**config.mk**
```make
export PLATFORM = sky130hd
export DESIGN_NAME = lock_operator
export DESIGN_NICKNAME = d
export VERILOG_FILES = /design/src/rtl/lock_pkg.sv /design/src/rtl/lock_wait_timer.sv /design/src/rtl/lock_operator.sv
export SDC_FILE = /design/constraint.sdc
export NUM_CORES = 1
export LEC_CHECK = 0
export BUFFER_PORTS_ARGS = -buffer_cell sky130_fd_sc_hd__buf_2
export CAP_MARGIN = 30
export CORE_MARGIN = 2
export CORE_UTILIZATION = 59
export CTS_BUF_LIST = sky130_fd_sc_hd__clkbuf_16
export DETAILED_ROUTE_END_ITERATION = 16
export PLACE_DENSITY = 0.84
export SKIP_CTS_REPAIR_TIMING = 1
export SLEW_MARGIN = 40
export SYNTH_ARGS = -nofsm -noshare
export SYNTH_HDL_FRONTEND = slang
export SYNTH_SLANG_ARGS = --single-unit
```
**constraint.sdc**
```tcl
create_clock -name clock -period 3.7 [get_ports clock]
set_clock_uncertainty 0.15 [all_clocks]
set_input_delay 0.925 -clock clock [delete_from_list [all_inputs] [get_ports clock]]
set_output_delay 0.925 -clock clock [all_outputs]
set_load 0.005 [all_outputs]
```
**src/rtl/lock_pkg.sv**
```systemverilog
// rtl/lock_pkg.sv - shared parameters and state encoding for the lock operator
package lock_pkg;
   localparam int LVL_W   = 4;
   localparam int TIMEOUT = 64;
   localparam int TMR_W   = 7;

   typedef enum logic [3:0] {
      IDLE    = 4'd0,
      FILL_A  = 4'd1,
      OPEN_A  = 4'd2,
      ENTER   = 4'd3,
      CLOSE_A = 4'd4,
      MATCH_D = 4'd5,
      OPEN_D  = 4'd6,
      EXIT    = 4'd7,
      CLOSE_D = 4'd8,
      DONE    = 4'd9,
      ERROR   = 4'd10
   } state_t;
endpackage

```
**src/rtl/lock_wait_timer.sv**
```systemverilog
// rtl/lock_wait_timer.sv - per-state wait counter with expiry and first-cycle flags
module lock_wait_timer #(
   parameter int TMR_W   = 7,
   parameter int TIMEOUT = 64
) (
   input  logic clock,
   input  logic reset,
   input  logic clear,
   input  logic enable,
   output logic expired,
   output logic first
);
   logic [TMR_W-1:0] count;

   always_ff @(posedge clock) begin
      if (reset || clear)
         count <= '0;
      else if (enable)
         count <= count + 1'b1;
   end

   assign expired = (count == TMR_W'(TIMEOUT - 1));
   // A count of zero marks the first cycle spent in the current state.
   assign first   = (count == '0);
endmodule

```
**src/rtl/lock_operator.sv**
```systemverilog
// rtl/lock_operator.sv - sequences one boat transit through the canal lock
module lock_operator #(
   parameter int LVL_W   = lock_pkg::LVL_W,
   parameter int TIMEOUT = lock_pkg::TIMEOUT,
   parameter int TMR_W   = lock_pkg::TMR_W
) (
   input  logic             clock,
   input  logic             reset,
   input  logic             boatReq,
   input  logic [LVL_W-1:0] arrivOutsideLvl,
   input  logic [LVL_W-1:0] deptOutsideLvl,
   input  logic [LVL_W-1:0] insideWaterLvl,
   input  logic             arrivGate,
   input  logic             deptGate,
   input  logic             poundOccupied,
   output logic             incr,
   output logic             decr,
   output logic             gateCtrl,
   output logic             fiveMinTillArrival,
   output logic             busy,
   output logic             done,
   output logic             error
);
   import lock_pkg::*;

   state_t           state, state_nx, succ;
   logic [LVL_W-1:0] tgt_a, tgt_d;
   logic             waiting, exit_ok, expired, first;

   always_ff @(posedge clock) begin
      if (reset) begin
         state <= IDLE;
         tgt_a <= '0;
         tgt_d <= '0;
      end else begin
         state <= state_nx;
         if (state == IDLE && boatReq) begin
            tgt_a <= arrivOutsideLvl;
            tgt_d <= deptOutsideLvl;
         end
      end
   end

   always_comb begin
      state_nx           = state;
      succ               = IDLE;
      waiting            = 1'b0;
      exit_ok            = 1'b0;
      incr               = 1'b0;
      decr               = 1'b0;
      gateCtrl           = 1'b0;
      fiveMinTillArrival = 1'b0;
      busy               = 1'b1;
      done               = 1'b0;
      error              = 1'b0;
      case (state)
         IDLE: begin
            busy = 1'b0;
            if (boatReq) state_nx = FILL_A;
         end
         FILL_A: begin
            fiveMinTillArrival = 1'b1;
            incr    = insideWaterLvl < tgt_a;
            decr    = insideWaterLvl > tgt_a;
            exit_ok = insideWaterLvl == tgt_a;
            waiting = 1'b1;
            succ    = OPEN_A;
         end
         OPEN_A: begin
            fiveMinTillArrival = 1'b1;
            gateCtrl = first;
            exit_ok  = arrivGate;
            waiting  = 1'b1;
            succ     = ENTER;
         end
         ENTER: begin
            fiveMinTillArrival = 1'b1;
            exit_ok = poundOccupied;
            waiting = 1'b1;
            succ    = CLOSE_A;
         end
         CLOSE_A: begin
            gateCtrl = first;
            exit_ok  = !arrivGate;
            waiting  = 1'b1;
            succ     = MATCH_D;
         end
         MATCH_D: begin
            incr    = insideWaterLvl < tgt_d;
            decr    = insideWaterLvl > tgt_d;
            exit_ok = insideWaterLvl == tgt_d;
            waiting = 1'b1;
            succ    = OPEN_D;
         end
         OPEN_D: begin
            gateCtrl = first;
            exit_ok  = deptGate;
            waiting  = 1'b1;
            succ     = EXIT;
         end
         EXIT: begin
            exit_ok = !poundOccupied;
            waiting = 1'b1;
            succ    = CLOSE_D;
         end
         CLOSE_D: begin
            gateCtrl = first;
            exit_ok  = !deptGate;
            waiting  = 1'b1;
            succ     = DONE;
         end
         DONE: begin
            done     = 1'b1;
            state_nx = IDLE;
         end
         ERROR: begin
            busy  = 1'b0;
            error = 1'b1;
         end
         default: begin
            busy     = 1'b0;
            state_nx = IDLE;
         end
      endcase
      // Exit wins over timeout when both happen in the same cycle.
      if (waiting) begin
         if (exit_ok)
            state_nx = succ;
         else if (expired)
            state_nx = ERROR;
      end
   end

   lock_wait_timer #(
      .TMR_W   (TMR_W),
      .TIMEOUT (TIMEOUT)
   ) u_timer (
      .clock   (clock),
      .reset   (reset),
      .clear   (state_nx != state),
      .enable  (busy),
      .expired (expired),
      .first   (first)
   );
endmodule

```
# Word level (Yosys, flattened, before mapping)
# Cells that the tools add are included.
# totals
register_bits,19
latch_bits,0
ramBits,0
rom_bits,0
input_bits,18
output_inout_bits,7
n_memories,0
# op_classes
add_sub_neg,1
n_mul,0
n_div,0
order_cmp,4
n_eq_ne,14
n_shift,0
n_mux,15
bitwise,0
n_reduce_logical,12
# op_table
cell,count
$pmux 4 s8,1
$reduce_or 9->1,2
$eq 4x3->1 const B,4
$mux 4,4
$eq 4x4->1 const B,3
$eq 4x2->1 const B,2
$eq 4x4->1,2
$gt 4x4->1,2
$lt 4x4->1,2
$pmux 1 s8,1
$pmux 4 s2,1
$reduce_or 8->1,1
$add 7x1->7 const B,1
$eq 7x6->1 const B,1
$logic_not 7->1,1
$mux 1,6
$eq 4x1->1 const B,1
$logic_not 4->1,1
$ne 4x4->1,1
$pmux 1 s2,2
$reduce_or 4->1,1
$logic_not 1->1,3
$reduce_or 3->1,1
$logic_and 1x1->1,1
$logic_or 1x1->1,1

# Longest topological paths before layout
# Gate-level depths: netlist of run 1.
# depth
word_depth,8
ltp_mapped,7
mapped_depth_nobuf,7

# Modules after synthesis
# From an unflattened synthesis of run 1, not the netlist that was laid out.
# hier_totals
hier_cells,180
hier_area_um2,1417.6
# by_module_without_submodules
module,n_inst,cells_each,area_each_um2,seq_area_each_um2
lock_operator,1,141,1074.8,240.2
lock_wait_timer,1,39,342.8,140.1

# Worst setup path before layout of run 1
# Ideal clock, no wire load.
# synth_path
path_kind,in2out
startpoint,input port insideWaterLvl[1]
endpoint,output port decr
arrival_time_ns,1.959
t_required_ns,2.625
setup_slack_ns,0.666
stages,6
n_path_buf,0
path_cell_list,ha_1 nor2b_1 o21a_1 o21ai_0 a21oi_1 o21ba_2
# synth_via
elab_chain_cells,2
# synth_rtl
item,line,text
"start, declared",lock_operator.sv:12,"input logic [LVL_W-1:0] insideWaterLvl,"
"$gt 4x4->1, on equally long branches","lock_operator.sv:90, lock_operator.sv:64",
$pmux 1 s2 *,lock_operator.sv:56,case (state)
"end, declared",lock_operator.sv:17,"output logic decr,"
# Mark *: on every way between the ends. The rest lies on a longest branch, timed or not.

# Worst setup path after layout of run 1
# Same ends and word-level chain as after synthesis.

==> results.yml, run 1 <==
clocking:
  h-tree-depth: 1
  cts_made_buffers: 3
  cts-root-buf: "clkbuf_16"
  clock_sinks: 19
  clk_path_buf_depth: 2
  clk_pin_slew_ns: 0.06
  cts_tree: "built"
  clk_latency_ns: 0.25
synthesis:
  synthCells: 161
  synth_fp_nets: 189
  ys.flop_type: "dfxtp_1"
  syn_avg_cell_area_um2: 8.77
  synth_top_area_share_pct: 27.0
  ys_seq_area_share_pct: 27.0
  synth_area_leader_cell: "dfxtp_1"
  ys_types: 47
  ys_async_sr_fraction_pct: 0
  yosys_warnings: 0
  ys_seq_elements: 19
  synth_edf_count: 0
  syn_area_um2: 1410
  synth.area.top_cells: "dfxtp_1 27%, ha_1 8.9%, mux2i_1 7.1%, nor2_1 4.0%, nor3_1 3.5%"
cells_and_area:
  final_common_cell: "buf_2"
  fillers: 179
  num_antenna_cells: 0
  synthToLayoutAreaGrowth_pct: 12.9
  mostFrequentLayoutCells: "24 x buf_2, 19 x dfxtp_1, 15 x nor2_1"
  drive_gt1_share_pct: 21.7
  nNetsFinal: 209
sta:
  fin_tns_setup_ns: 0
  slew_viol_final: 0
  slew_headroom_pct: 53.1
  final.min_clock_period_ns: 3.37
  max_freq_ghz: 0.297
  finalSetupViolCount: 0
  rsz0062_at_grt: "no"
  hold_viol: 0
  tightest_slew_ns: 0.703
  fin_crit_sh_pct: 91.1
  setup_ws_ns: 0.330
setup_path:
  timing.rr.end: "u_timer.count[3]"
  path_delay_family: "compound AO/OA/AOI/OAI gates"
  critPathLaunchType: "primary input"
  slowest_stage: "ha_1"
  slowest_delay_ns: 0.30
  regToRegSetupSlack_ns: 1.29
  worstSetupPathType: "in -> out"
  ff2ff_path_depth: 5
  arrival_ns: 2.29
  worstPathMaxFanout: 2
  path_cells: "buf_2 -> ha_1 -> nor2b_1 -> o21a_1 -> o21ai_0 -> a21oi_1 -> o21ba_2 -> buf_2"
  crit_path_end_kind: "output pin"
  r2r-start: "state[2]"
  cpMostUsedCell: "buf_2"
  required_ns: 2.62
  path_buf_inv: 2
die:
  fp.dieH_um: 52.9
  io_pins: 25
  coreArea_um2: 2230
  die-area_um2: 2800
  die_x_um: 52.9
  start_util_pct: 63.2
  row_count: 17
min_path:
  whs_endpoint: "tgt_d[3]"
  worstHoldPathType: "reg -> reg"
  hold_depth: 2
  hp-start: "tgt_d[3]"
flow_run:
  maxCapViolations: 0
detailed_routing:
  ant_nets: 0
  vias: 1237
  drc: 0
  drtIter0Drc: 21
  drt_wl_total_mm: 2.97
  wl_per_cell_um: 14.3
  dr.pass1.iters: 4
  vias_per_cell: 5.95
pwr:
  powerDensity_nw_per_um2: 339
  p_leak_nw: 0.684
  ir_drop_mv: 0.303
run_status:
  status: "completed"
placement:
  hpwl_mm: 2.26
  globalplace.congestion: 0.822
  post-place-ws_ns: 0.352
  portBuffers: 24
grt:
  grt_pass1_vias: 1166
  grt.overflow.total: 0
  grt_pass1_wl_mm: 4.91
  grt_max_degree: 23
  grt_usage_pct: 23.5
  antenna_found_initial: 0
[layout make-up]
class / instances / area [um2] / share of cell area (%)
multi-input cells: 120 / 930 / 58.3
flip-flops and latches: 19 / 380 / 23.9
repair buffers: 24 / 120 / 7.54
clock buffers: 3 / 75.1 / 4.71
inverters: 13 / 48.8 / 3.06
well taps: 28 / 35.0 / 2.20
clock inverters: 1 / 5.00 / 0.314
[stage by stage]
| stage | util (%) | instances | power (W) | hold WS (ns) | instance area, um2 |
|---|---|---|---|---|---|
| floorplan | - | 161 | 0.000295 | 0.313 | 1410 |
| detailed placement | 67.8 | 204 | 0.000324 | 0.344 | 1510 |
| global placement | 67.8 | 204 | 0.000318 | 0.329 | 1510 |
| global route | 71.4 | 208 | 0.000568 | 0.380 | 1590 |
| CTS | 71.4 | 208 | 0.000546 | 0.358 | 1590 |
| finish | 71.4 | 208 | 0.000541 | 0.354 | 1590 |
[how the worst max path moves through the flow]
stage                      start   end  slack [ns]  cells past startpoint
6_report       insideWaterLvl[1]  decr        0.33                      8
5_1_grt        insideWaterLvl[1]  decr        0.21                      8
4_1_cts        insideWaterLvl[1]  decr        0.35                      8
3_5_place_dp   insideWaterLvl[1]  decr        0.35                      8
3_3_place_gp   insideWaterLvl[1]  decr        0.40                      8
2_1_floorplan  insideWaterLvl[1]  decr        0.67                      6
[Yosys cell counts (all sizes together) (4+ instances only)]
master and instances:
dfxtp 19, nor2 15, inv 13, nor3 11, ha 10, mux2i 10
buf 5, o21ai 5, a21oi 4, clkbuf 4, nand2 4, nand3 4
nand4 4, o21a 4, or2 4, xnor2 4
[state kept, by name (all words and copies together), names as in the netlist]
name           count
state              4
tgt_a              4
tgt_d              4
u_timer.count      7
[layer usage]
metal	routed length (um)	GRT usage (%)
met1	1280	28.3
met5	0	0
met4	21	7.26
met3	172	3.67
met2	1490	42.3
[cell families (layout without fill, tap and decap cells)]
logic type | Yosys count | in the layout | synth area share, %
and+or+nand+nor | 67 | 67 | 30.1
DFF | 19 | 19 | 27.0
AOI/OAI and AO/OA | 26 | 26 | 15.1
muxes | 11 | 11 | 8.16
buffers and inverters | 22 | 41 | 7.18
xor gates and xnor gates | 6 | 6 | 3.72
adders and majority gates | 10 | 10 | 8.87
[where the power goes]
part	switching, W	internal (W)
Sequential	0.0000101	0.000214
Combinational	0.0000488	0.0000476
Clock	0.0000760	0.000145
[tightest hold or removal path, delay by kind of cell, from the launching register on]
kind / cells / cell delay, ns
flops: 1 / 0.33
mux: 1 / 0.07
simple gates: 1 / 0.07
No activity file was read; power rests on OpenSTA's default activity.
==> run 2, diff against run 1 <==
--- a/config.mk
+++ b/config.mk
@@ -5,8 +5,10 @@
 export SDC_FILE = /design/constraint.sdc
 export NUM_CORES = 1
 export LEC_CHECK = 0
+export ABC_AREA = 1
 export BUFFER_PORTS_ARGS = -buffer_cell sky130_fd_sc_hd__buf_2
 export CAP_MARGIN = 30
+export CORE_ASPECT_RATIO = 0.7
 export CORE_MARGIN = 2
 export CORE_UTILIZATION = 59
 export CTS_BUF_LIST = sky130_fd_sc_hd__clkbuf_16
==> run 2 against run 1 <==
Compared with the run above:
- flip-flop and latch count stayed put
- die area is 2.3% lower
- combinational power is 2.4% lower
- clock-buffer cell count stayed put
==> results.yml, run 2 <==
cells_and_area:
  largest_reg_flops: 7
  mostFrequentLayoutCells: "36 x nor2_1, 35 x inv_1, 31 x nand2_1"
  fin_util_pct: 73.5
  drive_gt1_share_pct: 15.5
  nNetsFinal: 268
  num_antenna_cells: 0
  final_common_cell: "nor2_1"
  largest-register: "u_timer.count"
  synthToLayoutAreaGrowth_pct: 16.3
  fillers: 202
  fin_cells: 271
synthesis:
  ys_seq_elements: 19
  yosys_warnings: 0
  yosys-top-cells-count: "36 x nor2_1, 34 x inv_1, 31 x nand2_1, 20 x nand3_1, 19 x dfxtp_1"
  ys.flop_type: "dfxtp_1"
  synth_top_area_share_pct: 27.7
  ys_async_sr_fraction_pct: 0
  synth_area_leader_cell: "dfxtp_1"
  synth_edf_count: 0
  syn_area_um2: 1370
  ys_seq_area_share_pct: 27.7
  synth.area.top_cells: "dfxtp_1 28%, nor2_1 9.8%, inv_1 9.3%, ha_1 9.1%, nand2_1 8.5%"
  syn_avg_cell_area_um2: 6.44
  synthCells: 213
  ys_types: 23
  synth_most_common_cell: "nor2_1"
  synth_fp_nets: 241
detailed_routing:
  ant_nets: 0
  vias: 1404
  drc: 0
  drtIter0Drc: 115
  drt_wl_total_mm: 3.04
  dr.pass1.iters: 4
  wl_per_cell_um: 11.2
  vias_per_cell: 5.18
die:
  fp.dieH_um: 44.4
  die_x_um: 61.7
  coreArea_um2: 2170
  io_pins: 25
  start_util_pct: 63.2
  row_count: 14
  die-area_um2: 2730
sta:
  tightest_slew_ns: 0.418
  slew_headroom_pct: 72.1
  slew_viol_final: 0
  hold_viol: 0
  rsz0062_at_grt: "no"
  finalSetupViolCount: 0
  max_freq_ghz: 0.314
  fin_tns_setup_ns: 0
  fin_crit_sh_pct: 86.1
  final.min_clock_period_ns: 3.19
grt:
  grt_usage_pct: 25.5
  antenna_found_initial: 0
  grt_max_degree: 20
  grt_pass1_vias: 1225
  grt.overflow.total: 0
  grt_pass1_wl_mm: 5.17
clocking:
  cts-root-buf: "clkbuf_16"
  clk_pin_slew_ns: 0.05
  h-tree-depth: 1
  clock_sinks: 19
  cts_made_buffers: 3
  clk_latency_ns: 0.25
  cts_tree: "built"
  clk_path_buf_depth: 2
setup_path:
  arrival_ns: 2.11
  crit_path_end_kind: "output pin"
  r2r-start: "state[0]"
  cp-startpoint: "insideWaterLvl[1]"
  ff2ff_path_depth: 11
  critPathLaunchType: "primary input"
  required_ns: 2.62
  worstSetupPathType: "in -> out"
  worstPathMaxFanout: 2
pwr:
  pwr-share-seq_pct: 41.7
  ir_drop_mv: 0.313
  combinationalPowerShare_pct: 17.7
  p_leak_nw: 0.773
  pwr-share-clk_pct: 40.6
  p_int_w: 0.000396
  p_sw_share_pct: 25.3
  powerDensity_nw_per_um2: 332
  power_switching_w: 0.000134
flow_run:
  maxCapViolations: 0
min_path:
  worstHoldPathType: "reg -> reg"
  hold_depth: 2
  hp-start: "tgt_d[0]"
placement:
  hpwl_mm: 2.32
  dp_cells: 267
  portBuffers: 24
  globalplace.congestion: 0.935
run_status:
  status: "completed"
run 2: changes by cell type after synthesis, moves of 4 or more:
cell and delta:
nand3_1 +16, a21oi_1 +14, o21a_1 -4, xnor2_1 -4
nor3_1 -9, nand2_1 +27, inv_1 +21, nor2_1 +21
o21ai_0 +11, mux2i_1 -10
run 2: metrics by stage:
step | worst slack [ns] | cell area [um2] | hold slack, ns | power [W]
3_5_place_dp | 0.596 | 1520 | 0.293 | 0.000318
2_1_floorplan | 0.925 | 1370 | 0.277 | 0.000291
6_report | 0.514 | 1600 | 0.299 | 0.000530
4_1_cts | 0.555 | 1600 | 0.301 | 0.000533
3_3_place_gp | 0.644 | 1520 | 0.290 | 0.000316
5_1_grt | 0.478 | 1600 | 0.322 | 0.000560
run 2: cell type report:
cell class | count | area, um2 | area share (%)
multi-input combinational | 156 | 842 | 52.7
sequential | 19 | 380 | 23.8
inverter | 36 | 135 | 8.46
clock inverter | 1 | 3.75 | 0.235
tap | 32 | 40.0 | 2.51
timing repair buffer | 24 | 120 | 7.52
clock buffer | 3 | 75.1 | 4.70
run 2: metal layers:
metal	track usage, %	up-vias	share of wire [%]
li1	-	748	-
met1	35.8	598	48
met2	40.0	56	44
met3	4.68	2	7.4
met4	7.66	0	0.36
met5	0	-	0
run 2: worst paths after layout:
path / slack, ns / end
max: 0.51 / incr
min: 0.30 / tgt_d[0]
max reg2reg: 1.52 / u_timer.count[5]
min reg2reg: 0.30 / tgt_d[0]
run 2: cells by family (layout without fill, tap and decap cells):
kind of cell	Yosys count	in the layout	synth area share, %
AND/OR/NAND/NOR	104	104	34.9
buffers and inverters	38	64	10.9
AO/OA/AOI/OAI	37	37	14.1
flip-flops	19	19	27.7
adder cells (fa/ha/maj)	10	10	9.12
XOR/XNOR	5	5	3.19
run 2: power by group through the flow:
stage | logic (W) | registers (W) | clock network, W
2_1_floorplan | 0.0000690 | 0.000222 | 0
3_3_place_gp | 0.0000906 | 0.000225 | 0
3_5_place_dp | 0.0000924 | 0.000225 | 0
4_1_cts | 0.0000938 | 0.000221 | 0.000219
5_1_grt | 0.000109 | 0.000222 | 0.000229
6_report | 0.0000941 | 0.000221 | 0.000215
run 2: worst max-delay path, stage by stage:
cell and delay, ns:
buf_2 0.11, ha_1 0.31, a21oi_1 0.21, o21ai_0 0.17
o32ai_1 0.24, buf_2 0.15
